$ cat src/rtl/muldiv_sequencer.sv
// Iterative multiply/divide unit with HI/LO registers for the pipelined MIPS core.
// Radix-2 shift-add multiply or restoring divide, one bit per cycle over WIDTH cycles.
module muldiv_sequencer #(
    parameter int WIDTH = 32
) (
    input  logic             clk,
    input  logic             reset,
    input  logic             start,
    input  logic [1:0]       op,
    input  logic [WIDTH-1:0] srca,
    input  logic [WIDTH-1:0] srcb,
    input  logic             hi_we,
    input  logic             lo_we,
    input  logic [WIDTH-1:0] wdata,
    input  logic             read_hilo,
    output logic             busy,
    output logic             stall,
    output logic             done,
    output logic [WIDTH-1:0] hi,
    output logic [WIDTH-1:0] lo
);

    typedef enum logic [1:0] {IDLE, RUN, FIX} state_t;

    localparam int CW = $clog2(WIDTH) + 1;
    localparam logic [CW-1:0] LAST = CW'(WIDTH - 1);

    state_t             state;
    logic [CW-1:0]      count;
    logic               is_div;
    logic               sign_a;
    logic               sign_b;
    logic [WIDTH-1:0]   mcand;
    logic [WIDTH-1:0]   dividend_raw;
    logic [2*WIDTH-1:0] acc;

    logic               a_neg;
    logic               b_neg;
    logic [WIDTH-1:0]   a_abs;
    logic [WIDTH-1:0]   b_abs;
    logic [WIDTH:0]     add_sum;
    logic [WIDTH:0]     shifted;
    logic [WIDTH:0]     diff;
    logic [2*WIDTH-1:0] acc_next;
    logic [WIDTH-1:0]   res_hi;
    logic [WIDTH-1:0]   res_lo;

    assign a_neg = ~op[0] & srca[WIDTH-1];
    assign b_neg = ~op[0] & srcb[WIDTH-1];
    assign a_abs = a_neg ? -srca : srca;
    assign b_abs = b_neg ? -srcb : srcb;

    assign stall = busy & (start | read_hilo | hi_we | lo_we);

    // acc holds {partial product, multiplier} for multiply and {remainder, quotient} for divide
    always_comb begin
        add_sum = {1'b0, acc[2*WIDTH-1:WIDTH]} + (acc[0] ? {1'b0, mcand} : '0);
        shifted = {acc[2*WIDTH-1:WIDTH], acc[WIDTH-1]};
        diff    = shifted - {1'b0, mcand};
        if (!is_div)
            acc_next = {add_sum, acc[WIDTH-1:1]};
        else if (!diff[WIDTH])
            acc_next = {diff[WIDTH-1:0], acc[WIDTH-2:0], 1'b1};
        else
            acc_next = {shifted[WIDTH-1:0], acc[WIDTH-2:0], 1'b0};
    end

    // Remainder follows the dividend's sign; a zero divisor bypasses the datapath result
    always_comb begin
        res_hi = acc[2*WIDTH-1:WIDTH];
        res_lo = acc[WIDTH-1:0];
        if (!is_div) begin
            if (sign_a ^ sign_b)
                {res_hi, res_lo} = -acc;
        end else if (mcand == '0) begin
            res_hi = dividend_raw;
            res_lo = '1;
        end else begin
            if (sign_a ^ sign_b)
                res_lo = -acc[WIDTH-1:0];
            if (sign_a)
                res_hi = -acc[2*WIDTH-1:WIDTH];
        end
    end

    always_ff @(posedge clk or posedge reset) begin
        if (reset) begin
            state        <= IDLE;
            count        <= '0;
            is_div       <= 1'b0;
            sign_a       <= 1'b0;
            sign_b       <= 1'b0;
            mcand        <= '0;
            dividend_raw <= '0;
            acc          <= '0;
            busy         <= 1'b0;
            done         <= 1'b0;
            hi           <= '0;
            lo           <= '0;
        end else begin
            done <= 1'b0;
            case (state)
                IDLE: begin
                    if (hi_we)
                        hi <= wdata;
                    if (lo_we)
                        lo <= wdata;
                    if (start) begin
                        is_div       <= op[1];
                        sign_a       <= a_neg;
                        sign_b       <= b_neg;
                        dividend_raw <= srca;
                        mcand        <= op[1] ? b_abs : a_abs;
                        acc          <= {{WIDTH{1'b0}}, (op[1] ? a_abs : b_abs)};
                        count        <= '0;
                        busy         <= 1'b1;
                        state        <= RUN;
                    end
                end
                RUN: begin
                    acc   <= acc_next;
                    count <= count + 1'b1;
                    if (count == LAST) begin
                        done  <= 1'b1;
                        state <= FIX;
                    end
                end
                FIX: begin
                    hi    <= res_hi;
                    lo    <= res_lo;
                    busy  <= 1'b0;
                    state <= IDLE;
                end
                default: state <= IDLE;
            endcase
        end
    end

endmodule

$ cat config.mk
export PLATFORM = sky130hd
export DESIGN_NAME = muldiv_sequencer
export DESIGN_NICKNAME = d
export VERILOG_FILES = /design/src/rtl/muldiv_sequencer.sv
export SDC_FILE = /design/constraint.sdc
export NUM_CORES = 1
export LEC_CHECK = 0
export ABC_AREA = 1
export CAP_MARGIN = 15
export CORE_MARGIN = 4
export CORE_UTILIZATION = 55
export CTS_CLUSTER_DIAMETER = 200
export CTS_CLUSTER_SIZE = 10
export DETAILED_ROUTE_END_ITERATION = 10
export PLACE_DENSITY = 0.79
export SYNTH_ARGS = -nofsm -noshare
export SYNTH_HDL_FRONTEND = slang
export SYNTH_SLANG_ARGS = --single-unit
$ cat constraint.sdc
create_clock -name clk -period 7 [get_ports clk]
set_clock_uncertainty 0.05 [all_clocks]
set_input_delay 1.05 -clock clk [delete_from_list [all_inputs] [get_ports clk]]
set_output_delay 1.05 -clock clk [all_outputs]
set_load 0.02 [all_outputs]
==> flow_summary.ini <==
[drt]
ant_nets = 0
wl_per_cell_um = 20.96
drt_iter0_drc = 3106
drt-pass1-iter-count = 8
viasPerCell = 6.072
dr_total_vias = 24260
route.detailed.drc = 0
drt-total-wl_um = 83730

[synth]
ys_warn_count = 0
synth_nets = 3611
ys_ff_latch = 205
avgSynthCellArea_sq_um = 5.880
ys_seq_area_share_pct = 25.39
async_flop_share_pct = 100.0
synthFlopType = dfrtp_1
syn_inst = 3436
yosysUniqueCellTypes = 49
syn_area_sq_mm = 0.02020
synth-edff-count = 0

[final_layout]
areaGrowthSynthToFinish_pct = 12.91
diodes = 0
layout_commonest_cell = nand2_1
layout-drive-gt1-share_pct = 3.480
finalNetCount = 3708
final_cell_mix = 1105 x nand2_1, 427 x inv_1, 405 x nor2_1, 341 x nand3_1, 238 x a21oi_1
post-route-util_pct = 63.52
final_cells = 3995

[placed_design]
gp_congestion = 1.095
place.port_buffers = 170
post-place-cells = 3965
hpwlAfterDp_um = 65970

[job]
cap_violations = 0

[global_route]
grt_use_total_pct = 40.39
antenna_found_initial = 1
grt_pass1_vias = 21920
grt_pass1_wl_um = 125100
grt_max_degree = 95
grt_overflow = 0

[run_status]
status = complete, no violations

[worst_setup_path]
cp-end-kind = output pin
path_class = in2out
start_kind = primary input
crit_arrival_ps = 2390
cp.required_ps = 5900
path_max_fanout = 2

[clock_tree]
path_clk_slew_ps = 70
cts_buffer_depth = 3
cts_made_buffers = 24
cts_tree = yes
cts_htree_levels = 1
clock-root-buffer = clkbuf_16
cts_hold_buffers = 0
cts_sinks = 205
worstSkewPairLatency_ps = 550
cts_setup_buffers = 0
post_cts_resized = 0

[die]
start_util_pct = 56.26
coreArea_sq_mm = 0.03591
die_y_um = 199.7
row_count = 69
fp.dieW_um = 199.7
io_pins = 171
die_area_sq_mm = 0.03987

[pwr]
leakage_nw = 11.43
power.density_mw_per_mm2 = 561.6
ir_drop_v = 0.0003109

[hold_path]
hold_class = reg2reg

[timing]
tightest_slew_ps = 1166
rsz0062_at_grt = false
timing.final.crit_share_pct = 49.82
fin_setup_tns_ps = 0
max_freq_ghz = 0.2868
finalHoldViolCount = 0
slew_headroom_pct = 22.18
final_max_slew_viol_count = 0
layout_min_cycle_time_ps = 3487
setup_viol = 0
[kinds of logic (layout without fill, tap and decap cells)]
group                      after synthesis  after routing  synth area share (%)
AOI/OAI and AO/OA                      517            517                 13.91
xor gates and xnor gates                93             93                 4.124
adders and majority gates               71             71                 4.471
buffers and inverters                  566            664                 11.08
DFF                                    205            205                 25.39
and+or+nand+nor                       1984           1984                 41.02
[worst paths after layout]
kind	depth (start not counted)	end	slack [ps]	start
worst max-delay path	4	stall	3510	start
worst min-delay path	2	lo[31]	430	lo[31]
worst max register to register	16	acc[61]	3640	acc[0]
worst min register to register	2	lo[31]	430	lo[31]
max in group asynchronous	3	acc[13]	4520	reset
min in group asynchronous	2	acc[62]	890	reset
[critical path, stage by stage]
cell and delay [ps]:
clkdlybuf4s50_1 510, nor3_1 70, a21oi_1 130, clkdlybuf4s50_1 620
[registers in the layout, summed over array words and instances, names as in the netlist]
name / flops
hi: 32
lo: 32
sign_a: 1
count: 6
done: 1
acc: 64
mcand: 32
busy: 1
is_div: 1
state: 2
sign_b: 1
dividend_raw: 32
[per-layer routing]
layer	vias up	track usage, %	share of wire (%)
met5	-	0	0.042
met4	2	15.55	4.9
met3	228	12.19	14
met2	1635	58.41	42
met1	11210	56.85	40
li1	11180	-	-
[cell type report]
cell class              instances  area, sq um
flip-flops and latches        205         5131
clock inverters                 2        23.77
fillers                      3489        13100
inverters                     442         1667
clock buffers                  25        604.3
well taps                     461        576.8
repair buffers                195         1942
multi-input cells            2665        12870
[synthesized netlist by cell type, types with 17 or more instances]
cell type / n / area share [%]
nor2_1: 407 / 7.6
o21ai_0: 182 / 4.5
nand3_1: 341 / 8.4
nand3b_1: 17 / 0.63
xor2_1: 79 / 3.4
nand4_1: 38 / 1.2
a21oi_1: 240 / 5.9
dfrtp_1: 205 / 25
clkbuf_1: 75 / 1.4
o211ai_1: 30 / 1.1
buf_2: 20 / 0.50
ha_1: 69 / 4.3
nand2_1: 1105 / 21
inv_1: 428 / 8.0
[stage by stage]
step           cell area, sq um  worst slack, ps  total power [W]  hold slack (ps)
3_3_place_gp              22110             3165          0.01102            406.2
5_1_grt                   22810             3397          0.01378            446.9
4_1_cts                   22740             3535          0.01241            420.6
6_report                  22810             3513          0.01281            432.4
3_5_place_dp              22110             3141          0.01125            412.3
2_1_floorplan             20200            304.2         0.008585            384.4
[power breakdown]
group	total, W	internal (W)	switching, W	leakage, nW
combinational	0.00909	0.00300	0.00609	8.71
sequential	0.00261	0.00178	0.000835	2.41
clock	0.00111	0.000607	0.000504	0.304
total	0.0128	0.00538	0.00743	11.4
Note: power is estimated with default switching activity, not from simulation.
